## config.mk

```make
export PLATFORM = sky130hd
export DESIGN_NAME = uart_bus
export DESIGN_NICKNAME = d
export VERILOG_FILES = /design/src/rtl/uart_bus.sv
export SDC_FILE = /design/constraint.sdc
export NUM_CORES = 1
export LEC_CHECK = 0
export CORE_MARGIN = 2
export CORE_UTILIZATION = 32
export DETAILED_ROUTE_END_ITERATION = 8
export PLACE_DENSITY = 0.52
export SKIP_CTS_REPAIR_TIMING = 1
export SLEW_MARGIN = 20
export SYNTH_ARGS = -nofsm -noshare
export SYNTH_HDL_FRONTEND = slang
export SYNTH_SLANG_ARGS = --single-unit
```

## constraint.sdc

```tcl
create_clock -name clk -period 4.95 [get_ports clk]
set_input_delay 0.495 -clock clk [delete_from_list [all_inputs] [get_ports clk]]
set_output_delay 0.495 -clock clk [all_outputs]
set_load 0.01 [all_outputs]
```

## src/rtl/uart_bus.sv

```systemverilog
// uart_bus: 68000-bus UART with TX/RX FIFOs.
// DATA/STATUS registers, 8N1 framing, fixed baud divisor.
module uart_bus #(
  parameter int CLK_HZ     = 25000000,
  parameter int BAUD       = 115200,
  parameter int FIFO_DEPTH = 16
) (
  input  logic        clk,
  input  logic        rst_n,
  input  logic        cs,
  input  logic        rw,
  input  logic        addr,
  input  logic [15:0] din,
  output logic [15:0] dout,
  output logic        irq,
  input  logic        rxd,
  output logic        txd
);
  localparam int DIV  = (CLK_HZ + BAUD / 2) / BAUD;
  localparam int HALF = DIV / 2;
  localparam int AW   = $clog2(FIFO_DEPTH);
  localparam int CW   = $clog2(DIV);

  typedef enum logic [1:0] {
    S_IDLE,
    S_START,
    S_DATA,
    S_STOP
  } st_e;

  logic          cs_s_q, cs_s_d;
  logic          cs_p_q, cs_p_d;
  logic          stb, rd_data, wr_data, rd_stat;
  logic [15:0]   dout_q, dout_d;
  logic          ovr_q, ovr_d;
  logic          fe_q, fe_d;

  logic [AW:0]   tx_wp_q, tx_wp_d;
  logic [AW:0]   tx_rp_q, tx_rp_d;
  logic [7:0]    tx_mem [FIFO_DEPTH];
  logic          tx_empty, tx_full;
  logic          tx_push, tx_pop, tx_idle;

  logic [AW:0]   rx_wp_q, rx_wp_d;
  logic [AW:0]   rx_rp_q, rx_rp_d;
  logic [7:0]    rx_mem [FIFO_DEPTH];
  logic          rx_empty, rx_full;
  logic          rx_push, rx_pop;

  st_e           tx_st_q, tx_st_d;
  logic [CW-1:0] tx_cnt_q, tx_cnt_d;
  logic [2:0]    tx_bit_q, tx_bit_d;
  logic [7:0]    tx_sh_q, tx_sh_d;
  logic          txd_q, txd_d;
  logic          tx_tick;

  logic          rx_s1_q, rx_s2_q;
  st_e           rx_st_q, rx_st_d;
  logic [CW-1:0] rx_cnt_q, rx_cnt_d;
  logic [2:0]    rx_bit_q, rx_bit_d;
  logic [7:0]    rx_sh_q, rx_sh_d;
  logic          rx_tick, rx_half;
  logic          rx_done, rx_good, rx_bad, ovr_set;

  logic          din_unused;

  assign din_unused = ^din[15:8];

  // cs is sampled first, so the action lands one edge after it is seen
  assign stb     = cs_s_q & ~cs_p_q;
  assign rd_data = stb & rw & ~addr;
  assign wr_data = stb & ~rw & ~addr;
  assign rd_stat = stb & rw & addr;

  assign tx_empty = tx_wp_q == tx_rp_q;
  assign tx_full  = (tx_wp_q ^ tx_rp_q) == {1'b1, {AW{1'b0}}};
  assign rx_empty = rx_wp_q == rx_rp_q;
  assign rx_full  = (rx_wp_q ^ rx_rp_q) == {1'b1, {AW{1'b0}}};
  assign tx_idle  = tx_empty & (tx_st_q == S_IDLE);

  assign tx_push  = wr_data & (~tx_full | tx_pop);
  assign rx_pop   = rd_data & ~rx_empty;
  assign rx_push  = rx_good & (~rx_full | rx_pop);
  assign ovr_set  = rx_good & rx_full & ~rx_pop;

  assign tx_tick  = tx_cnt_q == CW'(DIV - 1);
  assign rx_tick  = rx_cnt_q == CW'(DIV - 1);
  assign rx_half  = rx_cnt_q == CW'(HALF - 2);

  assign dout = dout_q;
  assign irq  = ~rx_empty;
  assign txd  = txd_q;

  always_comb begin
    cs_s_d  = cs;
    cs_p_d  = cs_s_q;
    tx_wp_d = tx_wp_q + (AW + 1)'(tx_push);
    tx_rp_d = tx_rp_q + (AW + 1)'(tx_pop);
    rx_wp_d = rx_wp_q + (AW + 1)'(rx_push);
    rx_rp_d = rx_rp_q + (AW + 1)'(rx_pop);
    ovr_d   = (ovr_q & ~rd_stat) | ovr_set;
    fe_d    = (fe_q & ~rd_stat) | rx_bad;
    dout_d  = dout_q;
    unique case (1'b1)
      rd_data: dout_d = rx_empty ? 16'h0000
                      : {8'h00, rx_mem[rx_rp_q[AW-1:0]]};
      rd_stat: dout_d = {11'b0, fe_q, ovr_q, tx_idle,
                         ~tx_full, ~rx_empty};
      default: ;
    endcase
  end

  always_ff @(posedge clk) begin
    if (tx_push) tx_mem[tx_wp_q[AW-1:0]] <= din[7:0];
    if (rx_push) rx_mem[rx_wp_q[AW-1:0]] <= rx_sh_q;
  end

  always_ff @(posedge clk or negedge rst_n) begin
    if (!rst_n) begin
      cs_s_q  <= 1'b0;
      cs_p_q  <= 1'b0;
      dout_q  <= '0;
      ovr_q   <= 1'b0;
      fe_q    <= 1'b0;
      tx_wp_q <= '0;
      tx_rp_q <= '0;
      rx_wp_q <= '0;
      rx_rp_q <= '0;
    end else begin
      cs_s_q  <= cs_s_d;
      cs_p_q  <= cs_p_d;
      dout_q  <= dout_d;
      ovr_q   <= ovr_d;
      fe_q    <= fe_d;
      tx_wp_q <= tx_wp_d;
      tx_rp_q <= tx_rp_d;
      rx_wp_q <= rx_wp_d;
      rx_rp_q <= rx_rp_d;
    end
  end

  always_ff @(posedge clk or negedge rst_n) begin
    if (!rst_n) begin
      tx_st_q  <= S_IDLE;
      tx_cnt_q <= '0;
      tx_bit_q <= '0;
      tx_sh_q  <= '0;
      txd_q    <= 1'b1;
    end else begin
      tx_st_q  <= tx_st_d;
      tx_cnt_q <= tx_cnt_d;
      tx_bit_q <= tx_bit_d;
      tx_sh_q  <= tx_sh_d;
      txd_q    <= txd_d;
    end
  end

  // a pop at the end of STOP chains straight into the next START
  always_comb begin
    tx_st_d  = tx_st_q;
    tx_cnt_d = tx_tick ? '0 : tx_cnt_q + 1'b1;
    tx_bit_d = tx_bit_q;
    tx_sh_d  = tx_sh_q;
    if (tx_pop) tx_sh_d = tx_mem[tx_rp_q[AW-1:0]];
    unique case (tx_st_q)
      S_IDLE: begin
        tx_cnt_d = '0;
        if (tx_pop) tx_st_d = S_START;
      end
      S_START: begin
        if (tx_tick) begin
          tx_st_d  = S_DATA;
          tx_bit_d = '0;
        end
      end
      S_DATA: begin
        if (tx_tick) begin
          tx_sh_d  = {1'b0, tx_sh_q[7:1]};
          tx_bit_d = tx_bit_q + 1'b1;
          if (tx_bit_q == 3'd7) tx_st_d = S_STOP;
        end
      end
      S_STOP: begin
        if (tx_tick) tx_st_d = tx_pop ? S_START : S_IDLE;
      end
      default: tx_st_d = S_IDLE;
    endcase
  end

  always_comb begin
    tx_pop = 1'b0;
    txd_d  = 1'b1;
    unique case (tx_st_q)
      S_IDLE:  tx_pop = ~tx_empty;
      S_START: txd_d  = 1'b0;
      S_DATA:  txd_d  = tx_sh_q[0];
      S_STOP:  tx_pop = tx_tick & ~tx_empty;
      default: ;
    endcase
  end

  always_ff @(posedge clk or negedge rst_n) begin
    if (!rst_n) begin
      rx_s1_q  <= 1'b1;
      rx_s2_q  <= 1'b1;
      rx_st_q  <= S_IDLE;
      rx_cnt_q <= '0;
      rx_bit_q <= '0;
      rx_sh_q  <= '0;
    end else begin
      rx_s1_q  <= rxd;
      rx_s2_q  <= rx_s1_q;
      rx_st_q  <= rx_st_d;
      rx_cnt_q <= rx_cnt_d;
      rx_bit_q <= rx_bit_d;
      rx_sh_q  <= rx_sh_d;
    end
  end

  always_comb begin
    rx_st_d  = rx_st_q;
    rx_cnt_d = rx_cnt_q + 1'b1;
    rx_bit_d = rx_bit_q;
    rx_sh_d  = rx_sh_q;
    unique case (rx_st_q)
      S_IDLE: begin
        rx_cnt_d = '0;
        if (!rx_s2_q) rx_st_d = S_START;
      end
      S_START: begin
        if (rx_half) begin
          rx_cnt_d = '0;
          rx_bit_d = '0;
          rx_st_d  = rx_s2_q ? S_IDLE : S_DATA;
        end
      end
      S_DATA: begin
        if (rx_tick) begin
          rx_cnt_d = '0;
          rx_sh_d  = {rx_s2_q, rx_sh_q[7:1]};
          rx_bit_d = rx_bit_q + 1'b1;
          if (rx_bit_q == 3'd7) rx_st_d = S_STOP;
        end
      end
      S_STOP: begin
        if (rx_tick) begin
          rx_cnt_d = '0;
          rx_st_d  = S_IDLE;
        end
      end
      default: rx_st_d = S_IDLE;
    endcase
  end

  always_comb begin
    rx_done = (rx_st_q == S_STOP) & rx_tick;
    rx_good = rx_done & rx_s2_q;
    rx_bad  = rx_done & ~rx_s2_q;
  end

endmodule
```

; ---- Word level (Yosys, flattened, before mapping)
; Memories as Yosys holds them, arrays and structs flattened.
; Index checks and enable logic that the tools add are counted.
[totals]
register_bits = 85
latchBits = 0
ramBits = 256
rom_bits = 0
in_bits = 22
output_inout_bits = 18
elab_cells = 136
n_memories = 2
[op_classes]
addsub = 8
n_mul = 0
n_div = 0
n_lt_le_gt_ge = 0
eq_ne = 25
shift = 0
n_mux = 36
bitwise = 34
reduce_logical = 11
[mem_list]
columns = memory, words, width, rd, rd_ports_with_merged_regs, write_ports, line_no
row1 = rx_mem, 16, 8, 1, 0, 1, 46  ; logic [7:0] rx_mem [FIFO_DEPTH];
row2 = tx_mem, 16, 8, 1, 0, 1, 40  ; logic [7:0] tx_mem [FIFO_DEPTH];
[op_table]
columns = op, count
row1 = $mux W8, 8
row2 = $pmux W16 S2, 1
row3 = $pmux W8 S3, 1
row4 = $mux W2, 11
row5 = $add A5 B1 Y5, 4
row6 = $ne A2 B2 Y1 const B, 10
row7 = $and A1 B1 Y1, 18
row8 = $add A8 B1 Y8 const B, 2
row9 = $eq A8 B8 Y1 const B, 2
row10 = $pmux W2 S4, 2
row11 = $mux W3, 4
row12 = $pmux W3 S2, 2
row13 = $eq A5 B5 Y1, 2
row14 = $eq A5 B5 Y1 const B, 2
row15 = $not A1 Y1, 10
row16 = $reduce_and A5 Y1, 2
row17 = $xor A5 B5 Y5, 2
row18 = $eq A2 B2 Y1 const B, 4
row19 = $eq A8 B7 Y1 const B, 1
row20 = $add A3 B1 Y3 const B, 2
row21 = $eq A3 B3 Y1 const B, 2
row22 = $reduce_and A3 Y1, 2
row23 = $reduce_bool A2 Y1, 3
row24 = $mux W1, 5
row25 = 6 further kinds, 12

; ---- Depth between registers and ports, before layout
; Gate-level depths: netlist (run 1).
[depth]
depth_word = 9
ltp_mapped = 12
mapped_depth_nobuf = 11

; ---- Worst setup path after synthesis (run 1)
; No wires, ideal clock.
[synth_path]
path_kind = register to register
start = register rx_cnt_q[0]
end = memory rx_mem[4][0] (enable)
setup_time_ns = 0.370
arrival_ns = 2.189
setup_slack_ns = 2.390
path_stages_with_launch = 8
period_less_slack_ns = 2.560
path_cell_list = dfrtp_1 > inv_1 > ha_1 > and4b_2 > nand3_4 > a311oi_4 > or3b_4 > nor2_1
[synth_via]
elab_chain_cells = 6
[synth_rtl]
columns = item, line_no
row1 = "start, declared", 59  ; logic [CW-1:0] rx_cnt_q, rx_cnt_d;
row2 = "start signal, assigned", 214  ; rx_cnt_q <= rx_cnt_d;
row3 = $eq A8 B8 Y1, 87  ; assign rx_tick = rx_cnt_q == CW'(DIV - 1);
row4 = $and A1 B1 Y1, 256  ; rx_done = (rx_st_q == S_STOP) & rx_tick;
row5 = $and A1 B1 Y1, 257  ; rx_good = rx_done & rx_s2_q;
row6 = $and A1 B1 Y1, 83  ; assign rx_push = rx_good & (~rx_full | rx_pop);
row7 = $mux W1, 115  ; if (rx_push) rx_mem[rx_wp_q[AW-1:0]] <= rx_sh_q;
row8 = $mux W1 (not written as such), 115
row9 = "end, declared", 46
; No other way between the ends.

; ---- Worst setup path after layout (run 1)
[layout_path]
start = register tx_rp_q[3]
end = register tx_wp_q[4]
[layout_via]
elab_chain_cells = 7
elab_cells_between_ends = 10
classes_between = add/sub: 1 / eq/ne: 2 / mux: 1 / bitwise: 6
[layout_rtl]
columns = item, line_no
row1 = "start, declared", 39  ; logic [AW:0] tx_rp_q, tx_rp_d;
row2 = "start signal, assigned", 136  ; tx_rp_q <= tx_rp_d;
row3 = $eq A5 B5 Y1, 75  ; assign tx_empty = tx_wp_q == tx_rp_q;
row4 = $not A1 Y1, "194, 197"
row5 = $and A1 B1 Y1, 197  ; S_STOP: tx_pop = tx_tick & ~tx_empty;
row6 = $pmux W1 S2, 193  ; unique case (tx_st_q)
row7 = $or A1 B1 Y1 (*), 81  ; assign tx_push = wr_data & (~tx_full | tx_pop);
row8 = $and A1 B1 Y1 (*), 81
row9 = $add A5 B1 Y5 (*), 97  ; tx_wp_d = tx_wp_q + (AW + 1)'(tx_push);
row10 = via tx_wp_d[4], 38  ; logic [AW:0] tx_wp_q, tx_wp_d;
row11 = "end signal, assigned", 135  ; tx_wp_q <= tx_wp_d;
row12 = "end, declared", 38
; Mark *: on every way through the listed nets, which the timed path passes. The rest lies on a longest branch.
; A chain may end at the register's enable or synchronous reset.

==> results of run 1 <==
area by class of cell:
cell class	instances	area [um2]	share of cell area, %
Sequential cell	333	9620	61.1
Multi-Input combinational cell	394	3780	24.0
Clock buffer	46	963	6.12
Tap cell	539	674	4.28
Timing Repair Buffer	46	403	2.56
Clock inverter	15	225	1.43
Inverter	18	67.6	0.429
sequential cells by signal, indices dropped and copies added (netlist names), 2 cells and up, named ones only:
name,count
rx_bit_q,3
tx_mem,128
rx_cnt_q,8
tx_wp_q,5
rx_rp_q,5
rx_wp_q,5
tx_cnt_q,8
tx_rp_q,5
dout,8
rx_sh_q,8
tx_st_q,2
rx_mem,128
tx_sh_q,8
tx_bit_q,3
per-layer routing:
metal / vias up / wire, um
li1: 3147 / -
met1: 3486 / 12600
met2: 101 / 13300
met3: 36 / 896
met4: 0 / 535
met5: - / 0
where the power goes:
group          internal [W]  total [W]  switching (W)
logic              0.000871    0.00188        0.00101
clock network       0.00164    0.00272        0.00108
registers           0.00314    0.00331       0.000166
total               0.00566    0.00791        0.00225
Yosys cell counts, drive strengths merged, types with 4 or more instances:
cell and instances:
clkbuf 10, mux4 59, edfxtp 256, nor4 6, xnor2 11, mux2i 25
o21ai 22, a221oi 10, buf 35, nand2b 9, o22ai 4, and3 5
o31ai 4, a21o 4, inv 18, nor2b 5, xor2 24, nand3 24
nor3 16, ha 22, a21oi 16, mux2 10, nand2 25, dfrtp 74
o211a 6, a32oi 8, nor2 39
kinds of logic (layout without fill, tap and decap cells):
| kind of cell | after synthesis | in the layout | synth area share (%) |
|---|---|---|---|
| fa+ha+maj | 22 | 22 | 2.01 |
| mux | 94 | 94 | 12.5 |
| flops | 333 | 333 | 70.4 |
| simple gates | 146 | 146 | 5.65 |
| compound gates | 89 | 89 | 4.72 |
| xor+xnor | 35 | 35 | 2.24 |
| other cells | 1 | 8 | 0.0274 |
| buf+inv | 63 | 125 | 2.47 |
critical path, cell delays in order, from the launching register on:
cell,delay (ns)
dfrtp_1,0.89
xor2_1,0.21
nor4_4,0.44
nand2_1,0.18
o21ai_2,0.74
inv_1,0.10
ha_1,0.23
ha_1,0.20
nand3_1,0.10
xnor2_1,0.12
per-stage QoR:
step	instances	utilization, %	instance area (um2)	total power [W]	worst slack, ns
2_1_floorplan	790	-	13700	0.00473	2.39
5_1_grt	1391	37.4	15700	0.00830	1.40
6_report	1391	37.4	15700	0.00791	1.64
4_1_cts	1390	37.4	15700	0.00801	1.59
3_5_place_dp	1329	34.5	14500	0.00527	1.50
3_3_place_gp	1329	34.5	14500	0.00526	1.53
final timing paths:
| check | start | to |
|---|---|---|
| max in group asynchronous | rst_n | rx_rp_q[0] |
| setup reg to reg | tx_rp_q[3] | tx_wp_q[4] |
| hold / removal | rx_s1_q | rx_s2_q |
| hold reg to reg | rx_s1_q | rx_s2_q |
| min in group asynchronous | rst_n | rx_sh_q[0] |
| setup / recovery | tx_rp_q[3] | tx_wp_q[4] |
==> flow_summary.toml, run 1 <==
[final_layout]
area_delta_synth_final_pct = 15.2
final_cell_mix = "256 x edfxtp_1, 72 x dfrtp_1, 55 x mux4_2, 38 x nor2_1, 37 x clkbuf_16"
final_common_cell = "edfxtp_1"
final_nets = 873
diodes = 0
nFillCells = 3850
layout-drive-gt1-share_pct = 18.8

[clock_tree]
path_clk_slew_ns = 0.06
cts_tree = "done"
clk_path_buf_depth = 3
htreeDepth = 2
cts.root.buffer_cell = "clkbuf_16"
numCtsBuffers = 36
cts.sinks = 333
insertion_delay_ns = 0.53

[power_and_ir_drop]
ir_worst_vdd_v = 0.000273
p_leak_nw = 5.75
power-per-cell-area_nw_per_um2 = 502

[grt]
grt_first_pass_wirelength_mm = 42.6
overflow = 0
grt.busiest_layer = "met2"
grt_pass1_vias = 6994
met2_usage_pct = 20.5
antenna_found_initial = 0
gr-usage-all-layers_pct = 12.7
grt_util_met1_pct = 17.7
use_met3_pct = 2.22
grt_max_degree = 41

[die]
rows = 75
die-area_um2 = 44400
initial_core_util_pct = 32.5
die_y_um = 211
pin_count = 40
coreArea_um2 = 42000
chipWidth_um = 211

[routing]
ant_nets = 0
num_vias = 6770
dr.pass1.iters = 5
via_per_inst = 4.87
wl_per_cell_um = 19.7
remaining_drc_errors = 0
drt_first_iter_violations = 443
routed_wl_mm = 27.4

[synth]
synth_edf_count = 256
avgSynthCellArea_um2 = 17.5
yosysSeqAreaShare_pct = 70.4
syn_inst = 783
synth_top_area_cell = "edfxtp_1"
synthFlopType = "edfxtp_1"
yosysTopAreaCellShare_pct = 56.3
synth_area_leaders = "edfxtp_1 56%, dfrtp_1 14%, mux4_2 9.1%"
synth_cell_types = 60
ys_seq_elements = 333
yosysWarnings = 0
async_reset_ff_share_pct = 23.1
syn_area_um2 = 13700

[sta]
period_share_pct = 66.8
final-hold-violation-count = 0
slew_viol_final = 0
setup_viol = 0
hold-worst-slack_ns = 0.360
period_needed_ns = 3.31
rsz0062_at_grt = "false"
tns_ns = 0
finClkSkew_ns = 0.0300
relSlewSlack_pct = 31.6
tightest_slew_ns = 1.02
timing.fmax_ghz = 0.303

[critical_path]
cp.arrival_ns = 3.77
start_kind = "flip-flop"
cp-end-kind = "flip-flop"
reg2reg_slack_ns = 1.64
cp.required_ns = 5.41
crit_type = "flip-flop to flip-flop"
ff2ff_path_depth = 9
critPathMaxFanout = 25

[place]
place.detailed.hpwl_mm = 17.1
port_buffers = 23
gp_congestion = 0.728

[worst_hold_path]
min_path_type = "flip-flop to flip-flop"
min_path_cells = 0

[status]
outcome = "finished, final reports clean"

[job]
drv_cap = 0
No activity file was read; power rests on OpenSTA's default activity.
==> run 2, diff against run 1 <==
PLACE_DENSITY = 0.54   (was 0.52)
clock period = 2.75 ns   (was 4.95 ns; I/O delays follow)
==> flow_summary.toml, run 2 (synthesis gave the netlist of run 1 again) <==
[sta]
timing.fmax_ghz = 0.382
hold-worst-slack_ns = 0.163
period_share_pct = 95.3
tightest_slew_ns = 0.696
slew_viol_final = 0
final-hold-violation-count = 0
rsz0062_at_grt = "false"
tns_ns = 0
relSlewSlack_pct = 53.5
setup_viol = 0
period_needed_ns = 2.62
finClkSkew_ns = 0.0101
layout_setup_ws_ns = 0.130

[critical_path]
crit_type = "flip-flop to output pin"
cp.arrival_ns = 2.34
cp-end-kind = "output pin"
critPathMaxFanout = 6
cp.required_ns = 2.48
r2r-start = "tx_cnt_q[1]"
start_kind = "flip-flop"
startpoint = "rx_wp_q[0]"

[clock_tree]
cts.sinks = 333
numCtsBuffers = 37
path_clk_slew_ns = 0.06
clk_path_buf_depth = 3
cts.root.buffer_cell = "clkbuf_16"
cts_tree = "done"
htreeDepth = 2
insertion_delay_ns = 0.51

[die]
die-area_um2 = 44400
chipWidth_um = 211
initial_core_util_pct = 32.5
pin_count = 40
rows = 75
die_y_um = 211
coreArea_um2 = 42000

[routing]
remaining_drc_errors = 0
drt_first_iter_violations = 359
wl_per_cell_um = 19.6
via_per_inst = 4.86
ant_nets = 0
routed_wl_mm = 28.1
num_vias = 6979
dr.pass1.iters = 4

[power_and_ir_drop]
sw_frac_of_total_pct = 28.8
ir_worst_vdd_v = 0.000510
pwr-share-seq_pct = 41.5
clock_power_share_pct = 32.4
p_switching_w = 0.00406
p_leak_nw = 5.96
combPwrFrac_pct = 26.1
intPower_w = 0.0100
power-per-cell-area_nw_per_um2 = 879

[job]
drv_cap = 0

[final_layout]
utilization_pct = 38.1
area_delta_synth_final_pct = 17.2
final_cell_mix = "256 x edfxtp_1, 71 x dfrtp_1, 63 x buf_4, 55 x mux4_2"
final_common_cell = "edfxtp_1"
nFillCells = 3877
final_nets = 917
diodes = 0
final_cells = 1437
layout-drive-gt1-share_pct = 22.8

[place]
post-place-ws_ns = 0.0334
gp_congestion = 0.744
placed_cells = 1372
place.detailed.hpwl_mm = 17.8
port_buffers = 23

[grt]
grt_pass1_vias = 7271
grt_max_degree = 41
overflow = 0
antenna_found_initial = 0
grt_first_pass_wirelength_mm = 43.2
gr-usage-all-layers_pct = 12.9

[worst_hold_path]
min_path_type = "primary input to flip-flop"
hp-start = "rxd"

[status]
outcome = "finished, final reports clean"
run 2: changes by cell type in the layout (fill, tap and decap cells not counted), sizes merged:
| cell | delta |
|---|---|
| clkinvlp | +1 |
| bufinv | -4 |
| inv | -2 |
| clkbuf | +2 |
| clkinv | +6 |
| buf | +43 |
run 2: worst paths after layout:
kind / slack [ns] / depth (start not counted) / to
setup / recovery: 0.13 / 5 / irq
hold / removal: 0.16 / 1 / rx_s1_q
setup reg to reg: 0.21 / 11 / tx_wp_q[4]
hold reg to reg: 0.36 / 0 / rx_s2_q
max in group asynchronous: 1.74 / 3 / txd
min in group asynchronous: 0.29 / 2 / rx_sh_q[4]
run 2: final cells by class:
cell class	count	area (um2)	area share [%]
Multi-Input combinational cell	394	3780	23.6
Tap cell	539	674	4.21
Inverter	18	67.6	0.422
Timing Repair Buffer	89	763	4.76
Clock buffer	48	998	6.23
Sequential cell	333	9620	60.1
Clock inverter	16	110	0.687
run 2: power groups by stage:
stage | Sequential [W] | Clock [W] | Combinational (W)
final | 0.00584 | 0.00457 | 0.00368
after global routing | 0.00588 | 0.00489 | 0.00397
after floorplan | 0.00593 | 0 | 0.00259
after CTS | 0.00585 | 0.00470 | 0.00370
after global placement | 0.00594 | 0 | 0.00369
after detailed placement | 0.00594 | 0 | 0.00369
run 2: through the flow:
stage               power (W)  cell area (um2)
floorplan             0.00851            13700
global placement      0.00963            14900
detailed placement    0.00963            14900
CTS                    0.0143            16000
global route           0.0147            16000
finish                 0.0141            16000
run 2: per-layer routing:
layer	up-vias	part of all wire [%]	GRT usage, %
met5	-	0	0
met4	0	2.8	4.32
met3	53	4.0	2.30
met2	108	47	21.2
met1	3581	46	17.3
li1	3237	-	-
run 2: critical path: stages, from the launching register on:
cell and delay [ns]:
dfrtp_1 0.46, xor2_1 0.22, nor4_4 0.39, nor2b_4 0.24, inv_1 0.05, clkdlybuf4s50_1 0.47
==> run 3, diff against run 2 <==
CTS_CLUSTER_SIZE = 20   (was default)
DONT_BUFFER_PORTS = 1   (was default)
PLACE_DENSITY = default   (was 0.54)
==> flow_summary.toml, run 3 (synthesis gave the netlist of run 1 again) <==
[status]
outcome = "finished, final reports clean"

[final_layout]
final_common_cell = "edfxtp_1"
final_cells = 1421
multi_input_area_um2 = 3760
layout-drive-gt1-share_pct = 22.3
nFillCells = 3859
area_delta_synth_final_pct = 16.2
diodes = 0
final_cell_mix = "256 x edfxtp_1, 72 x dfrtp_1, 58 x buf_4, 55 x mux4_2"
seqCellArea_um2 = 9620
final_nets = 900

[job]
drv_cap = 0

[sta]
setup_viol = 0
tns_ns = 0
period_share_pct = 90.8
timing.fmax_ghz = 0.401
period_needed_ns = 2.50
finClkSkew_ns = 0.0234
slew_viol_final = 0
tightest_slew_ns = 0.655
rsz0062_at_grt = "false"
final-hold-violation-count = 0
relSlewSlack_pct = 56.2

[power_and_ir_drop]
p_switching_w = 0.00387
combPwrFrac_pct = 24.1
p_leak_nw = 5.90
sw_frac_of_total_pct = 28.2
pwr-share-seq_pct = 42.9
clock_power_share_pct = 33.0
ir_worst_vdd_v = 0.000473
power-per-cell-area_nw_per_um2 = 867
intPower_w = 0.00989
total_power_w = 0.0138

[routing]
routed_wl_mm = 26.6
num_vias = 6883
dr.pass1.iters = 4
ant_nets = 0
via_per_inst = 4.84
remaining_drc_errors = 0
wl_per_cell_um = 18.7
drt_first_iter_violations = 523

[clock_tree]
htreeDepth = 2
clk_path_buf_depth = 3
cts.root.buffer_cell = "clkbuf_16"
numCtsBuffers = 36
cts_tree = "done"
insertion_delay_ns = 0.52
cts.sinks = 333
path_clk_slew_ns = 0.06

[place]
placed_cells = 1344
place.detailed.hpwl_mm = 17.2
port_buffers = 0
gp_congestion = 0.757

[critical_path]
cp-end-kind = "flip-flop"
crit_type = "flip-flop to flip-flop"
cp.required_ns = 2.98
critPathMaxFanout = 6
ff2ff_path_depth = 9
cp.arrival_ns = 2.72
start_kind = "flip-flop"

[grt]
antenna_found_initial = 0
grt_first_pass_wirelength_mm = 41.3
gr-usage-all-layers_pct = 12.2
overflow = 0
grt_pass1_vias = 7137
grt_max_degree = 78

[die]
coreArea_um2 = 42000
rows = 75
chipWidth_um = 211
pin_count = 40
die-area_um2 = 44400
die_y_um = 211
initial_core_util_pct = 32.5

[worst_hold_path]
min_path_type = "primary input to flip-flop"
min_path_cells = 2
run 3: cell count changes in the layout (fill, tap and decap cells not counted), moves of 2 or more:
cell	previous run	this run
buf_4	63	58
dlygate4sd3_1	1	12
clkbuf_1	9	11
clkinvlp_4	2	0
clkinv_2	7	5
clkdlybuf4s50_1	22	0
run 3: power by group through the flow:
stage / combinational [W] / sequential [W] / clock (W)
6_report: 0.00332 / 0.00590 / 0.00454
5_1_grt: 0.00363 / 0.00593 / 0.00488
4_1_cts: 0.00330 / 0.00591 / 0.00469
3_5_place_dp: 0.00329 / 0.00601 / 0
3_3_place_gp: 0.00327 / 0.00600 / 0
2_1_floorplan: 0.00259 / 0.00593 / 0
run 3: final cells by class:
class | instances | area share (%)
sequential | 333 | 60.6
multi-input combinational | 394 | 23.7
clock buffer | 51 | 6.42
tap | 539 | 4.25
timing repair buffer | 73 | 3.93
clock inverter | 13 | 0.670
inverter | 18 | 0.426
run 3: per-stage QoR:
step / worst slack, ns / hold WS (ns) / area, um2 / util (%)
after global routing: 0.0253 / 0.0320 / 15900 / 37.8
after CTS: 0.238 / -0.575 / 15700 / 37.4
after global placement: 0.283 / -0.0164 / 14600 / 34.7
after floorplan: 0.190 / -0.0206 / 13700 / -
final: 0.253 / 0.0131 / 15900 / 37.8
after detailed placement: 0.269 / -0.0165 / 14600 / 34.7
run 3: final timing paths:
check | startpoint | endpoint | slack [ns]
setup / recovery | rx_cnt_q[0] | rx_mem[3][2] | 0.25
min in group asynchronous | rst_n | rx_sh_q[5] | 0.28
hold reg to reg | rx_s1_q | rx_s2_q | 0.35
max in group asynchronous | rst_n | txd | 2.07
setup reg to reg | rx_cnt_q[0] | rx_mem[3][2] | 0.25
hold / removal | addr | dout[2] | 0.01
run 3: routing by layer:
metal	global-route usage [%]	wire length, um
met4	3.98	679
met5	0	0
met3	2.13	1130
met1	16.6	12100
met2	20.0	12700
run 3: worst max-delay path, cell delays in order (launching register included):
cell and delay [ns]:
dfrtp_1 0.43, inv_1 0.10, ha_1 0.14, and4b_2 0.28
nand3_4 0.09, a311oi_4 0.32, buf_4 0.18, nand3_1 0.18
nor3_1 0.25, buf_4 0.21
